--- config.mk ---
export PLATFORM = sky130hd
export DESIGN_NAME = motor_ramp_ctrl
export DESIGN_NICKNAME = d
export VERILOG_FILES = /design/src/rtl/motor_pkg.sv /design/src/rtl/motor_ramp_ch.sv /design/src/rtl/motor_ramp_ctrl.sv
export SDC_FILE = /design/constraint.sdc
export NUM_CORES = 1
export LEC_CHECK = 0
export CAP_MARGIN = 20
export CORE_ASPECT_RATIO = 1.2
export CORE_MARGIN = 5
export CORE_UTILIZATION = 50
export CTS_BUF_LIST = sky130_fd_sc_hd__clkbuf_4 sky130_fd_sc_hd__clkbuf_8
export DETAILED_ROUTE_END_ITERATION = 10
export GPL_ROUTABILITY_DRIVEN = 0
export HOLD_SLACK_MARGIN = 0.06
export PLACE_DENSITY_LB_ADDON = 0.08
export REMOVE_ABC_BUFFERS = 1
export SYNTH_ARGS = -nofsm -noshare
export SYNTH_HDL_FRONTEND = slang
export SYNTH_SLANG_ARGS = --single-unit
--- constraint.sdc ---
create_clock -name clk -period 16.3 [get_ports clk]
set_input_delay 1.63 -clock clk [delete_from_list [all_inputs] [get_ports clk]]
set_output_delay 1.63 -clock clk [all_outputs]
set_load 0.005 [all_outputs]
--- src/rtl/motor_pkg.sv ---
// -----------------------------------------------------------------------------
// motor_pkg
// Shared definitions for the ramped two-channel motor driver:
//   - H-bridge direction pin encodings
//   - per-channel FSM state type
//   - target clamp and absolute-value helpers, evaluated on int so one
//     definition serves every DUTY_W; callers size-cast the result back
// -----------------------------------------------------------------------------
package motor_pkg;

    localparam logic [1:0] DIR_FWD = 2'b10;
    localparam logic [1:0] DIR_REV = 2'b01;

    typedef enum logic {
        ST_RUN  = 1'b0,
        ST_DEAD = 1'b1
    } ch_state_t;

    // The most negative target has no positive twin in DUTY_W magnitude bits,
    // so it is pulled in by one to keep the range symmetric.
    function automatic int clamp_target(input int t, input int dw);
        int lim;
        lim = (1 << dw) - 1;
        return (t < -lim) ? -lim : t;
    endfunction

    function automatic int abs_val(input int v);
        return (v < 0) ? -v : v;
    endfunction

endpackage

--- src/rtl/motor_ramp_ch.sv ---
// -----------------------------------------------------------------------------
// motor_ramp_ch
// One motor channel: slews a signed applied duty toward a clamped target,
// inserts a dead-time before reversing the H-bridge, and produces the PWM
// bit from the shared period counter.
//
// Ports
//   clk, rst    : clock, asynchronous active-high reset
//   tick        : one-cycle ramp tick from the shared divider
//   estop       : level emergency stop, forces duty to zero
//   target      : signed duty target (DUTY_W+1 bits)
//   pc          : shared free-running PWM period counter
//   pwm         : PWM output bit
//   dir         : bridge direction pins (DIR_FWD / DIR_REV)
//   at_target   : applied duty equals clamped target (low while in DEAD)
// -----------------------------------------------------------------------------
module motor_ramp_ch
    import motor_pkg::*;
#(
    parameter int DUTY_W     = 10,
    parameter int RAMP_STEP  = 16,
    parameter int DEAD_TICKS = 20
) (
    input  logic                     clk,
    input  logic                     rst,
    input  logic                     tick,
    input  logic                     estop,
    input  logic signed [DUTY_W:0]   target,
    input  logic        [DUTY_W-1:0] pc,
    output logic                     pwm,
    output logic        [1:0]        dir,
    output logic                     at_target
);

    localparam int CNT_W = $clog2(DEAD_TICKS + 1);
    localparam logic [CNT_W-1:0] CNT_LOAD = CNT_W'(DEAD_TICKS);
    localparam logic [CNT_W-1:0] CNT_ONE  = CNT_W'(1);
    localparam logic signed [DUTY_W+1:0] STEP = (DUTY_W+2)'(RAMP_STEP);

    logic signed [DUTY_W:0]   cur;
    logic signed [DUTY_W:0]   tgt;
    ch_state_t                state;
    logic        [CNT_W-1:0]  cnt;
    logic        [DUTY_W-1:0] dl;

    // One extra bit of headroom so target-minus-duty never wraps.
    logic signed [DUTY_W+1:0] cur_x, tgt_x, diff, step_t, step_z, next_t, next_z;
    logic t_zero, t_pos, t_neg, c_zero, c_pos, c_neg, same_dir, run_move;

    assign tgt = (DUTY_W+1)'(clamp_target(int'(target), DUTY_W));

    always_comb begin
        cur_x  = (DUTY_W+2)'(cur);
        tgt_x  = (DUTY_W+2)'(tgt);
        diff   = tgt_x - cur_x;
        // Step toward the target, limited to RAMP_STEP.
        step_t = (diff > STEP) ? STEP : ((diff < -STEP) ? -STEP : diff);
        // Step toward zero, limited to RAMP_STEP; lands exactly on 0, never past it.
        step_z = (cur_x > STEP) ? -STEP : ((cur_x < -STEP) ? STEP : -cur_x);
        next_t = cur_x + step_t;
        next_z = cur_x + step_z;

        t_zero   = (tgt == '0);
        t_neg    = tgt[DUTY_W];
        t_pos    = !t_zero && !t_neg;
        c_zero   = (cur == '0);
        c_neg    = cur[DUTY_W];
        c_pos    = !c_zero && !c_neg;
        same_dir = (t_pos && (dir == DIR_FWD)) || (t_neg && (dir == DIR_REV));
        // Ramp straight toward the target when no reversal is needed.
        run_move = t_zero || (c_pos && t_pos) || (c_neg && t_neg) || (c_zero && same_dir);
    end

    // The bridge sees zero drive for a full period before a flip only when
    // DEAD_TICKS ramp ticks cover at least one PWM period.
    always_ff @(posedge clk or posedge rst) begin
        if (rst) begin
            cur   <= '0;
            state <= ST_RUN;
            cnt   <= '0;
            dir   <= DIR_FWD;
            dl    <= '0;
        end else begin
            // Duty copy for the compare only changes at period boundaries.
            if (&pc) begin
                dl <= DUTY_W'(abs_val(int'(cur)));
            end

            if (estop) begin
                cur   <= '0;
                state <= ST_RUN;
                cnt   <= '0;
            end else if (tick) begin
                case (state)
                    ST_RUN: begin
                        if (run_move) begin
                            cur <= (DUTY_W+1)'(next_t);
                        end else if (!c_zero) begin
                            cur <= (DUTY_W+1)'(next_z);
                        end else begin
                            state <= ST_DEAD;
                            cnt   <= CNT_LOAD;
                        end
                    end
                    ST_DEAD: begin
                        if (t_zero || same_dir) begin
                            // Reversal no longer wanted: resume without flipping.
                            state <= ST_RUN;
                            cnt   <= '0;
                        end else if (cnt <= CNT_ONE) begin
                            dir   <= ~dir;
                            state <= ST_RUN;
                            cnt   <= '0;
                        end else begin
                            cnt <= cnt - CNT_ONE;
                        end
                    end
                    default: begin
                        state <= ST_RUN;
                        cnt   <= '0;
                    end
                endcase
            end
        end
    end

    assign pwm       = (pc < dl);
    assign at_target = (state == ST_RUN) && (cur == tgt);

endmodule

--- src/rtl/motor_ramp_ctrl.sv ---
// -----------------------------------------------------------------------------
// motor_ramp_ctrl
// Two-channel ramped DC motor driver for an L298-style bridge. Holds the
// shared ramp-tick divider and PWM period counter and fans them out to one
// motor_ramp_ch per wheel.
//
// Ports
//   clk, rst            : 100 MHz clock, asynchronous active-high reset
//   l_target, r_target  : signed per-wheel duty targets (DUTY_W+1 bits)
//   estop               : level emergency stop
//   pwm                 : {left, right} PWM
//   l_IN, r_IN          : bridge direction pins, 2'b10 fwd / 2'b01 rev
//   at_target           : {left, right} applied duty equals clamped target
// -----------------------------------------------------------------------------
module motor_ramp_ctrl
    import motor_pkg::*;
#(
    parameter int DUTY_W     = 10,
    parameter int RAMP_DIV   = 100000,
    parameter int RAMP_STEP  = 16,
    parameter int DEAD_TICKS = 20
) (
    input  logic                   clk,
    input  logic                   rst,
    input  logic signed [DUTY_W:0] l_target,
    input  logic signed [DUTY_W:0] r_target,
    input  logic                   estop,
    output logic [1:0]             pwm,
    output logic [1:0]             l_IN,
    output logic [1:0]             r_IN,
    output logic [1:0]             at_target
);

    localparam int DIV_W = (RAMP_DIV > 1) ? $clog2(RAMP_DIV) : 1;
    localparam logic [DIV_W-1:0] DIV_LAST = DIV_W'(RAMP_DIV - 1);

    logic [DIV_W-1:0]  div_cnt;
    logic [DUTY_W-1:0] pc;
    logic              tick;
    logic              pwm_l, pwm_r, at_l, at_r;

    assign tick = (div_cnt == DIV_LAST);

    always_ff @(posedge clk or posedge rst) begin
        if (rst) begin
            div_cnt <= '0;
            pc      <= '0;
        end else begin
            div_cnt <= tick ? '0 : div_cnt + 1'b1;
            pc      <= pc + 1'b1;
        end
    end

    motor_ramp_ch #(
        .DUTY_W     (DUTY_W),
        .RAMP_STEP  (RAMP_STEP),
        .DEAD_TICKS (DEAD_TICKS)
    ) u_left (
        .clk       (clk),
        .rst       (rst),
        .tick      (tick),
        .estop     (estop),
        .target    (l_target),
        .pc        (pc),
        .pwm       (pwm_l),
        .dir       (l_IN),
        .at_target (at_l)
    );

    motor_ramp_ch #(
        .DUTY_W     (DUTY_W),
        .RAMP_STEP  (RAMP_STEP),
        .DEAD_TICKS (DEAD_TICKS)
    ) u_right (
        .clk       (clk),
        .rst       (rst),
        .tick      (tick),
        .estop     (estop),
        .target    (r_target),
        .pc        (pc),
        .pwm       (pwm_r),
        .dir       (r_IN),
        .at_target (at_r)
    );

    assign pwm       = {pwm_l, pwm_r};
    assign at_target = {at_l, at_r};

endmodule

==> impl_metrics.py <==
metrics = {
    "clocking": {
        "h-tree-depth": 3,
        "hold_buffers": 0,
        "numCtsBuffers": 9,
        "clockBufferDepth": 2,
        "clk_pin_slew_ns": 0.08,
        "clock_latency_ns": 0.37,
        "cts_resized": 0,
        "cts_tree": "done",
        "clkSinkCount": 85,
        "cts-root-buf": "clkbuf_8",
        "post_cts_buffers": 0,
    },
    "global_route": {
        "antenna_found_initial": 0,
        "grt_max_degree": 79,
        "grt_pass1_wl_um": 27900,
        "grt_use_total_pct": 19.9,
        "grt_pass1_vias": 5978,
        "grt_overflow_total": 0,
    },
    "yosys": {
        "async_reset_ff_share_pct": 100,
        "synthMuxAreaShare_pct": 1.50,
        "synth_enable_flop_cells": 0,
        "seq_area_frac_synth_pct": 29.8,
        "netlist.area_leader.share_pct": 29.0,
        "yosys.area_share.simple_pct": 22.1,
        "synthCells": 859,
        "synth_fa_ha_area_share_pct": 13.7,
        "synth_area_um2": 7150,
        "synthTopCellsByArea": "dfrtp_1, ha_1, xnor2_1, a21oi_1, nand2_1",
        "synth_top_family_by_area": "simple AND/OR/NAND/NOR gates",
        "synthXorXnorAreaFrac_pct": 9.92,
        "yosys_register_bits": 85,
        "synth-compound-area-share_pct": 17.8,
        "synth.largest_area_cell": "dfrtp_1",
        "yosys_most_used_dff": "dfrtp_1",
        "yosys_warnings": 0,
        "synth.avg_cell_area_um2": 8.33,
        "synth_cell_types": 72,
    },
    "route": {
        "ant_nets": 0,
        "via_count": 6086,
        "drt-total-wl_um": 16300,
        "dr.first_iter.drc_count": 317,
        "routed_via_density": 5.73,
        "wl_per_cell_um": 15.3,
        "drc": 0,
        "first_pass_iters": 5,
    },
    "placed_design": {
        "hpwl_um": 12800,
        "placed_cells_incl_taps": 1045,
        "port_buffers": 32,
    },
    "floorplanning": {
        "start_util_pct": 50.2,
        "ios": 33,
        "core_um2": 14200,
        "num_rows": 48,
        "dieArea_um2": 16800,
        "dieHeight_um": 141,
        "die_x_um": 119,
    },
    "power": {
        "total_leakage_power_uw": 0.00338,
        "ir_drop_mv": 0.0586,
        "power_uw": 417,
        "power_density_nw_per_um2": 53.4,
    },
    "sta": {
        "fmax_ghz": 0.123,
        "setup_viol": 0,
        "fin_crit_sh_pct": 49.9,
        "period_needed_ns": 8.14,
        "finClkSkew_ns": 0.0118,
        "tightest_slew_ns": 0.763,
        "hold_viol_final": 0,
        "setup_tns_ns": 0,
        "maxSlewHeadroom_pct": 49.0,
        "rsz0062_at_grt": "false",
        "drv_slew": 0,
    },
    "final_layout": {
        "diodes": 0,
        "area_growth_pct": 9.22,
        "fin_nets": 983,
        "final_layout_size_suffix_gt1_share_pct": 4.62,
        "fin_cells": 1062,
    },
    "worst_setup_path": {
        "worstPathArrival_ns": 8.39,
        "path_max_fanout": 11,
        "cp.required_ns": 16.56,
        "crit_type": "in -> reg",
        "critPathLaunchType": "input port",
        "cp-end-kind": "register",
    },
    "outcome": {
        "run_status": "finished, final reports clean",
    },
    "run": {
        "drv_cap": 0,
    },
    "min_path": {
        "hold_path.class": "reg -> reg",
    },
}
-- layer usage --
layer | vias to the layer above | GRT usage, % | wire (um)
li1 | 3089 | - | -
met1 | 2866 | 24.8 | 7360
met2 | 107 | 35.2 | 8100
met3 | 24 | 3.17 | 511
met4 | 0 | 6.35 | 306
met5 | - | 0 | 0
-- path summary, 6_finish.rpt --
path	startpoint	to	slack, ns	cells past startpoint
max	r_target[3]	u_right.cur[10]	8.16	24
min	u_right.dl[0]	u_right.dl[0]	0.48	2
max reg2reg	u_right.cur[1]	u_right.cur[10]	10.63	20
min reg2reg	u_right.dl[0]	u_right.dl[0]	0.48	2
max in group asynchronous	rst	u_right.dir[1]	14.05	4
min in group asynchronous	rst	u_left.dir[0]	1.44	2
-- through the flow --
stage          utilization (%)  setup WS, ns  cell area (um2)  hold slack (ns)
3_3_place_gp              53.4          7.92             7610            0.466
4_1_cts                   54.7          8.13             7780            0.487
5_1_grt                   54.9          7.58             7810            0.504
6_report                  54.9          8.16             7810            0.483
3_5_place_dp              53.4          7.74             7610            0.468
2_1_floorplan                -          8.85             7040            0.444
-- logic make-up after synthesis --
group                      count (synthesis)
and+or+nand+nor                          312
AOI/OAI and AO/OA                        203
xor gates and xnor gates                  81
muxes                                     10
buffers and inverters                     92
adders and majority gates                 76
DFF                                       85
-- cell type report --
cell class | count | area, um2
Tap cell | 175 | 219
Fill cell | 1337 | 6420
Clock buffer | 11 | 139
Sequential cell | 85 | 2130
Clock inverter | 5 | 37.5
Inverter | 68 | 256
Timing Repair Buffer | 36 | 370
Multi-Input combinational cell | 682 | 4660
-- cells in the mapped netlist, types with 4 or more instances --
cell        n
a211oi_1    8
a21o_1     12
a21oi_1    60
a31oi_1     4
and3_1      9
buf_4       4
clkbuf_1   16
dfrtp_1    83
fa_1        4
ha_1       72
inv_1      68
mux2i_1     7
nand2_1    80
nand2b_1   10
nand3_1    27
nand4_1    16
nor2_1     72
nor2b_1    24
nor3_1     18
nor4_1      9
o2111ai_1   4
o21a_1      8
o21ai_0    58
o31ai_1    10
or2_2       6
or3_1      10
or4_1      11
xnor2_1    57
xor2_1     24
-- worst max-delay path, cell delays in order --
cell             delay (ns)
clkdlybuf4s50_1        0.42
or4_1                  0.56
o31ai_1                0.27
ha_1                   0.38
nor2_1                 0.16
ha_1                   0.18
inv_1                  0.05
fa_1                   0.39
a21o_1                 0.20
a221oi_1               0.38
a21oi_1                0.18
and4_1                 0.23
or3_1                  0.37
nand4b_1               0.20
a21oi_1                0.34
a22o_1                 0.22
ha_1                   0.28
a21o_1                 0.22
a41o_1                 0.25
o41ai_1                0.45
o21ai_0                0.20
or3_1                  0.32
mux2i_1                0.15
mux2_1                 0.33
-- registers in the layout, summed over array words and instances (netlist names) --
name and count:
div_cnt 17, u_left.cur 11, u_right.cur 11, pc 10, u_left.dl 10, u_right.dl 10
u_left.cnt 5, u_right.cnt 5, u_left.dir 2, u_right.dir 2, u_left.state 1, u_right.state 1
-- report_power, final --
| group | leakage, uW | switching (uW) | total (uW) | internal [uW] |
|---|---|---|---|---|
| clock | 0.0000864 | 77.4 | 136 | 59.0 |
| sequential | 0.00115 | 0.000000000000151 | 211 | 211 |
| combinational | 0.00215 | 40.3 | 70.3 | 30.0 |
| total | 0.00338 | 118 | 417 | 300 |
-- cell usage in the layout (no fill, tap or decap), types with 4 or more instances in the layout --
cell type,count
xnor2_1,57
o2111ai_1,4
and3_1,9
inv_1,67
nor4_1,8
nand3_1,27
a31oi_1,4
a211oi_1,8
nand4_1,16
o31ai_1,10
or4_1,11
or2_2,6
nand2b_1,10
a21o_1,12
xor2_1,24
nor2b_1,24
ha_1,72
fa_1,4
a21oi_1,60
nor3_1,18
clkdlybuf4s50_1,32
dfrtp_1,83
or3_1,10
o21ai_0,58
nor2_1,72
nand2_1,80
clkbuf_8,9
mux2i_1,7
o21a_1,8
No activity file was read; power rests on OpenSTA's default activity.
